--- config.mk ---
export PLATFORM = sky130hd
export DESIGN_NAME = wave_ctrl_flat
export DESIGN_NICKNAME = d
export VERILOG_FILES = /design/src/rtl/wave_ctrl_if.sv /design/src/rtl/wave_ctrl.sv /design/src/flat_wrapper.sv
export SDC_FILE = /design/constraint.sdc
export NUM_CORES = 1
export LEC_CHECK = 0
export ABC_AREA = 1
export CORE_ASPECT_RATIO = 1.75
export CORE_MARGIN = 3
export CORE_UTILIZATION = 35
export DETAILED_ROUTE_END_ITERATION = 10
export DONT_BUFFER_PORTS = 1
export GPL_ROUTABILITY_DRIVEN = 0
export PLACE_DENSITY = 0.47
export SKIP_LAST_GASP = 1
export SLEW_MARGIN = 40
export SYNTH_ARGS = -nofsm -noshare
export SYNTH_HDL_FRONTEND = slang
export SYNTH_SLANG_ARGS = --single-unit
--- constraint.sdc ---
create_clock -name Clk -period 3.9 [get_ports Clk]
set_input_delay 0.195 -clock Clk [delete_from_list [all_inputs] [get_ports Clk]]
set_output_delay 0.195 -clock Clk [all_outputs]
set_load 0.01 [all_outputs]
--- src/rtl/wave_ctrl_if.sv ---
// Row-facing bus of the wave controller: per-row scores and gameover flags come in,
// vertical offsets and the respawn pulse go out.
interface wave_ctrl_if;
   logic [4:0] score_row0;
   logic [4:0] score_row1;
   logic [4:0] score_row2;
   logic [4:0] score_row3;
   logic       gameover_in;
   logic [9:0] y_offset0;
   logic [9:0] y_offset1;
   logic [9:0] y_offset2;
   logic [9:0] y_offset3;
   logic       row_reset;

   modport master (
      input  score_row0, score_row1, score_row2, score_row3, gameover_in,
      output y_offset0, y_offset1, y_offset2, y_offset3, row_reset
   );

   modport slave (
      output score_row0, score_row1, score_row2, score_row3, gameover_in,
      input  y_offset0, y_offset1, y_offset2, y_offset3, row_reset
   );
endinterface

--- src/rtl/wave_ctrl.sv ---
// Enemy wave sequencer: marches four rows downward on frame ticks, detects wave clear
// and defeat, and keeps the wave number and banked score.
module wave_ctrl #(
   parameter logic [9:0] TOP_Y     = 10'd40,
   parameter logic [9:0] ROW_PITCH = 10'd40,
   parameter logic [9:0] FLOOR_Y   = 10'd440,
   parameter logic [4:0] ROW_SHIPS = 5'd6
) (
   input  logic               Clk,
   input  logic               Reset,
   input  logic               frame_clk,
   input  logic               play,
   input  logic               done,
   wave_ctrl_if.master        rows,
   output logic [3:0]         wave,
   output logic [11:0]        total_score,
   output logic               gameover,
   output logic               wave_done
);

   typedef enum logic [2:0] {IDLE, SPAWN, MARCH, PAUSE, CLEARED, LOST} state_t;

   localparam logic [9:0]       Y_INIT0   = TOP_Y;
   localparam logic [9:0]       Y_INIT1   = TOP_Y + ROW_PITCH;
   localparam logic [9:0]       Y_INIT2   = TOP_Y + ROW_PITCH + ROW_PITCH;
   localparam logic [9:0]       Y_INIT3   = TOP_Y + ROW_PITCH + ROW_PITCH + ROW_PITCH;
   localparam logic [3:0][9:0]  Y_INIT    = {Y_INIT3, Y_INIT2, Y_INIT1, Y_INIT0};
   localparam logic [12:0]      BANK_STEP = {6'd0, ROW_SHIPS, 2'b00};

   state_t          state_q, state_d;
   logic [3:0][9:0] y_q, y_d;
   logic [4:0]      tick_cnt_q, tick_cnt_d;
   logic [3:0]      wave_q, wave_d;
   logic [11:0]     bank_q, bank_d;
   logic            gameover_q, gameover_d;
   logic            row_reset_q, row_reset_d;
   logic            wave_done_q, wave_done_d;
   logic            sync1_q, sync2_q, sync3_q;

   logic            tick;
   logic [4:0]      period;
   logic [4:0]      cnt_inc;
   logic            all_cleared;
   logic            lose_cond;
   logic [12:0]     bank_sum;
   logic [12:0]     row_sum;
   logic [12:0]     total_sum;

   // sync3_q only remembers the previous synchronized level for edge detection
   assign tick        = sync2_q & ~sync3_q;
   assign period      = 5'd16 - {1'b0, wave_q};
   assign cnt_inc     = tick_cnt_q + 5'd1;
   assign all_cleared = (rows.score_row0 == ROW_SHIPS) && (rows.score_row1 == ROW_SHIPS) &&
                        (rows.score_row2 == ROW_SHIPS) && (rows.score_row3 == ROW_SHIPS);
   assign lose_cond   = rows.gameover_in || (y_q[3] >= FLOOR_Y);
   assign bank_sum    = {1'b0, bank_q} + BANK_STEP;
   assign row_sum     = {8'd0, rows.score_row0} + {8'd0, rows.score_row1} +
                        {8'd0, rows.score_row2} + {8'd0, rows.score_row3};
   assign total_sum   = {1'b0, bank_q} + row_sum;

   always_comb begin
      state_d     = state_q;
      y_d         = y_q;
      tick_cnt_d  = tick_cnt_q;
      wave_d      = wave_q;
      bank_d      = bank_q;
      gameover_d  = gameover_q;
      row_reset_d = 1'b0;
      wave_done_d = 1'b0;

      if (done) begin
         state_d     = IDLE;
         y_d         = Y_INIT;
         tick_cnt_d  = 5'd0;
         wave_d      = 4'd0;
         bank_d      = 12'd0;
         gameover_d  = 1'b0;
         row_reset_d = 1'b1;
      end else begin
         case (state_q)
            IDLE: begin
               y_d = Y_INIT;
               if (play) begin
                  state_d     = SPAWN;
                  row_reset_d = 1'b1;
               end
            end
            SPAWN: begin
               y_d        = Y_INIT;
               tick_cnt_d = 5'd0;
               state_d    = MARCH;
            end
            MARCH: begin
               // Exits take priority, so a tick landing on an exit cycle is dropped
               if (lose_cond) begin
                  state_d    = LOST;
                  gameover_d = 1'b1;
               end else if (all_cleared) begin
                  state_d     = CLEARED;
                  wave_done_d = 1'b1;
               end else if (!play) begin
                  state_d = PAUSE;
               end else if (tick) begin
                  if (cnt_inc == period) begin
                     tick_cnt_d = 5'd0;
                     for (int i = 0; i < 4; i++) begin
                        if (y_q[i] != 10'h3FF) begin
                           y_d[i] = y_q[i] + 10'd1;
                        end
                     end
                  end else begin
                     tick_cnt_d = cnt_inc;
                  end
               end
            end
            PAUSE: begin
               if (play) begin
                  state_d = MARCH;
               end
            end
            CLEARED: begin
               wave_d      = (wave_q == 4'd15) ? 4'd15 : wave_q + 4'd1;
               bank_d      = bank_sum[12] ? 12'hFFF : bank_sum[11:0];
               state_d     = SPAWN;
               row_reset_d = 1'b1;
            end
            LOST: begin
               gameover_d = 1'b1;
            end
            default: begin
               state_d = IDLE;
            end
         endcase
      end
   end

   always_ff @(posedge Clk) begin
      if (Reset) begin
         state_q     <= IDLE;
         y_q         <= Y_INIT;
         tick_cnt_q  <= 5'd0;
         wave_q      <= 4'd0;
         bank_q      <= 12'd0;
         gameover_q  <= 1'b0;
         row_reset_q <= 1'b0;
         wave_done_q <= 1'b0;
         sync1_q     <= 1'b0;
         sync2_q     <= 1'b0;
         sync3_q     <= 1'b0;
      end else begin
         state_q     <= state_d;
         y_q         <= y_d;
         tick_cnt_q  <= tick_cnt_d;
         wave_q      <= wave_d;
         bank_q      <= bank_d;
         gameover_q  <= gameover_d;
         row_reset_q <= row_reset_d;
         wave_done_q <= wave_done_d;
         sync1_q     <= frame_clk;
         sync2_q     <= sync1_q;
         sync3_q     <= sync2_q;
      end
   end

   assign rows.y_offset0 = y_q[0];
   assign rows.y_offset1 = y_q[1];
   assign rows.y_offset2 = y_q[2];
   assign rows.y_offset3 = y_q[3];
   assign rows.row_reset = row_reset_q;
   assign wave           = wave_q;
   assign gameover       = gameover_q;
   assign wave_done      = wave_done_q;
   assign total_score    = total_sum[12] ? 12'hFFF : total_sum[11:0];

endmodule

--- src/flat_wrapper.sv ---
// flat-port wrapper written by rule: the top's interface ports become plain ports
module wave_ctrl_flat 
#(
   parameter logic [9:0] TOP_Y     = 10'd40,
   parameter logic [9:0] ROW_PITCH = 10'd40,
   parameter logic [9:0] FLOOR_Y   = 10'd440,
   parameter logic [4:0] ROW_SHIPS = 5'd6
)
  (Clk, Reset, frame_clk, play, done, wave, total_score, gameover, wave_done, rows_score_row0, rows_score_row1, rows_score_row2, rows_score_row3, rows_gameover_in, rows_y_offset0, rows_y_offset1, rows_y_offset2, rows_y_offset3, rows_row_reset);
  wave_ctrl_if rows_i ();
  input  logic Clk;
  input  logic Reset;
  input  logic frame_clk;
  input  logic play;
  input  logic done;
  output logic [3:0] wave;
  output logic [11:0] total_score;
  output logic gameover;
  output logic wave_done;
  input wire logic [$bits(rows_i.score_row0)-1:0] rows_score_row0;
  input wire logic [$bits(rows_i.score_row1)-1:0] rows_score_row1;
  input wire logic [$bits(rows_i.score_row2)-1:0] rows_score_row2;
  input wire logic [$bits(rows_i.score_row3)-1:0] rows_score_row3;
  input wire logic [$bits(rows_i.gameover_in)-1:0] rows_gameover_in;
  output wire logic [$bits(rows_i.y_offset0)-1:0] rows_y_offset0;
  output wire logic [$bits(rows_i.y_offset1)-1:0] rows_y_offset1;
  output wire logic [$bits(rows_i.y_offset2)-1:0] rows_y_offset2;
  output wire logic [$bits(rows_i.y_offset3)-1:0] rows_y_offset3;
  output wire logic [$bits(rows_i.row_reset)-1:0] rows_row_reset;
  assign rows_i.score_row0 = rows_score_row0;
  assign rows_i.score_row1 = rows_score_row1;
  assign rows_i.score_row2 = rows_score_row2;
  assign rows_i.score_row3 = rows_score_row3;
  assign rows_i.gameover_in = rows_gameover_in;
  assign rows_y_offset0 = rows_i.y_offset0;
  assign rows_y_offset1 = rows_i.y_offset1;
  assign rows_y_offset2 = rows_i.y_offset2;
  assign rows_y_offset3 = rows_i.y_offset3;
  assign rows_row_reset = rows_i.row_reset;
  wave_ctrl #(.TOP_Y(TOP_Y), .ROW_PITCH(ROW_PITCH), .FLOOR_Y(FLOOR_Y), .ROW_SHIPS(ROW_SHIPS)) u_core (.Clk(Clk), .Reset(Reset), .frame_clk(frame_clk), .play(play), .done(done), .rows(rows_i), .wave(wave), .total_score(total_score), .gameover(gameover), .wave_done(wave_done));
endmodule
==> metrics.md <==
| Metric | Value |
|---|---|
| Number of warnings issued by yosys | `0` |
| Pin count of the biggest net entering global routing | `50` |
| Setup TNS | `0 ns` |
| Remaining Overflow, GRT | `0` |
| Post-Place Cells | `966` |
| Peak supply drop | `0.218 mV` |
| CTS Buf Count | `9` |
| CP Launch Type | `primary input` |
| WL final | `14500 microns` |
| EDFF count, synth | `0` |
| Wire per inst | `14.7 microns` |
| FMAX | `0.273 GHz` |
| Clk root buf | `clkbuf_16` |
| Pwr Density | `352 nW/um^2` |
| Register Area | `1360 sq um` |
| Dpl cell area | `5370 sq um` |
| Post-synthesis xor/xnor area fraction | `1.83%` |
| Vias | `5072` |
| Mean Syn Cell Area | `6.54 sq um` |
| Critical path endpoint category | `output port` |
| Most common cell after layout, fill and taps aside | `nand2_1` |
| Final core occ | `39.2%` |
| Max-slew violations | `0` |
| Final Net Count | `863` |
| Synth Cell Area | `5270 sq um` |
| Longest Clk Path Bufs | `2` |
| Minimum clock period after layout | `3.67 ns` |
| Pleak | `2.90 nW` |
| Share of synthesized registers carrying an async set or reset | `0%` |
| Top post-synthesis cells by area | `dfxtp_1 26%, nand2_1 14%, inv_1 9.5%, nand3_1 7.0%, nand4_1 6.5%` |
| Clock-pin slew on the worst setup and hold paths | `0.06 ns` |
| Total power | `2.01 mW` |
| Die Area | `16600 sq um` |
| Hold Slack | `0.0386 ns` |
| Initial antenna violation count | `0` |
| Number of DRC markers in iteration 0 | `151` |
| Detailed Routing Iterations Pass 1 | `4` |
| Die X-Extent | `98.7 microns` |
| Clk sink count | `68` |
| Status | `completed` |
| CP max FO | `4` |
| Synth Flop Type | `dfxtp_1` |
| Hold Crit Class | `primary input to register` |
| Final period util | `94.0%` |
| Post-synthesis compound-gate area fraction | `7.81%` |
| Slew @ Worst Pin | `0.696 ns` |
| Max Cap Viol | `0` |
| Dominant cell type by area after synthesis | `dfxtp_1` |
| Skew-Pair Late Insertion Delay | `0.33 ns` |
| Final worst slack | `0.233 ns` |
| Syn Nets | `869` |
| Register area share after synthesis | `25.8%` |
| Multi-input gate area | `3210 sq um` |
| Global-route wire length before repair | `24300 microns` |
| I/O pins | `85` |
| Synth-to-layout area growth | `8.60%` |
| Seq cells post-synth | `68` |
| CTS tree | `done` |
| Layout cells sized above 1 | `8.70%` |
| Simple-gate portion of the synthesized area | `40.6%` |
| Final HPWL DP | `10700 microns` |
| Final setup violation count | `0` |
| Die Span Y | `168 microns` |
| RSZ-0062 raised after global routing | `no` |
| GRT Overall Usage | `17.8%` |
| Routed Antenna Nets | `0` |
| Cell Count, Final, Fillers Out | `985` |
| Max_slew headroom | `53.5%` |
| Share of synthesized cell area in full adder, half adder and majority cells | `10.4%` |
| Initial Utilization | `36.1%` |
| CTS HTree Levels | `3` |
| CP Class | `primary input to output port` |
| Worst Path Required | `3.70 ns` |
| Vias per std cell | `5.15` |
| Fin. Hold Viols | `0` |
| Ant diodes | `0` |
| Synth Instances | `806` |
| Fin Clk Skew | `0.00733 ns` |
| Vias in the first global route | `5124` |
| Total core area | `14600 sq um` |
| Most frequent cells in the layout | `197 x nand2_1, 133 x inv_1, 76 x nor2_1, 74 x nand3_1, 68 x dfxtp_1` |
| Pre-CTS setup slack | `0.0841 ns` |
| Mux contribution to synthesized area | `0%` |
| Largest family of logic cells by synthesized area | `simple AND/OR/NAND/NOR gates` |
| Residual DRC | `0` |
| Site row count | `58` |
| Layout filler cell count | `1601` |
| Yosys top cell area share | `25.8%` |
| Fin area | `5720 sq um` |
| Post-synthesis cell type count | `42` |
| Worst Path Arrival | `3.47 ns` |
| Buffers on Ports | `0` |
==> worst paths after layout <==
check / end / cells past startpoint / slack (ns) / startpoint
min reg2reg: u_core.sync2_q$_SDFF_PP0_ / 2 / 0.41 / u_core.sync1_q$_SDFF_PP0_
max reg2reg: u_core.rows.y_offset3[7]$_SDFFE_PP1P_ / 13 / 1.56 / u_core.wave[0]$_SDFFE_PP0P_
max: total_score[9] / 18 / 0.23 / rows_score_row1[0]
min: u_core.rows.row_reset$_SDFF_PP0_ / 2 / 0.04 / done
==> cell type report <==
class	instances	share of cell area [%]
multi-input cells	568	56.1
flip-flops and latches	68	23.8
inverters	144	9.45
clock buffers	11	4.42
well taps	180	3.94
repair buffers	9	1.27
clock inverters	5	1.05
==> per-layer routing <==
metal / vias up / global-route usage [%] / routed length, microns / part of all wire (%)
li1: 2575 / - / - / -
met1: 2391 / 17.1 / 5310 / 37
met2: 92 / 35.8 / 8210 / 57
met3: 14 / 4.10 / 683 / 4.7
met4: 0 / 6.00 / 246 / 1.7
met5: - / 0 / 0 / 0
==> timing repair <==
item                       in CTS  in global routing
gates resized for setup         0                  3
hold endpoints to repair        4                  0
setup endpoints to repair       0                  4
setup buffers                   0                  1
hold buffers                    2                  0
==> synth_stat cells (4+ instances only) <==
cell type,count
a21oi_1,28
a31oi_1,5
buf_2,10
buf_6,7
clkbuf_1,6
dfxtp_1,68
fa_1,11
ha_1,26
inv_1,133
inv_2,11
nand2_1,197
nand2_2,5
nand3_1,74
nand3_4,4
nand3b_1,4
nand4_1,55
nor2_1,78
nor2_2,5
nor3_1,8
o21ai_0,24
or2_2,9
xor2_1,8
==> report_power, final <==
group          internal (mW)  total (mW)  switching (mW)  leakage [nW]
clock network          0.530       0.855           0.325         0.140
logic                  0.159       0.423           0.264          2.21
registers              0.709       0.734          0.0244         0.550
==> cells by family (layout without fill, tap and decap cells) <==
logic type / count (synthesis) / in the layout
adders and majority gates: 37 / 37
and+or+nand+nor: 450 / 450
AOI/OAI and AO/OA: 70 / 70
DFF: 68 / 68
buffers and inverters: 170 / 169
xor gates and xnor gates: 11 / 11
==> registers in the layout (all words and copies together) (netlist names), 3 cells and up <==
register               flops
u_core.wave                4
u_core.tick_cnt_q          5
u_core.rows.y_offset0     10
u_core.rows.y_offset2     10
u_core.rows.y_offset3     10
u_core.rows.y_offset1     10
u_core.bank_q             10
u_core.state_q             3
==> critical path, cell delays in order <==
cell	delay (ns)
ha_1	0.19
fa_2	0.35
nand3_1	0.10
nand2_1	0.07
xor2_1	0.15
fa_1	0.48
inv_1	0.05
fa_1	0.51
inv_1	0.04
ha_1	0.32
inv_1	0.07
o21bai_1	0.17
nand2_1	0.08
nand3_1	0.13
nand2_1	0.09
a21oi_2	0.21
or2_2	0.14
nand3_1	0.12
Note: power is estimated with default switching activity, not from simulation.
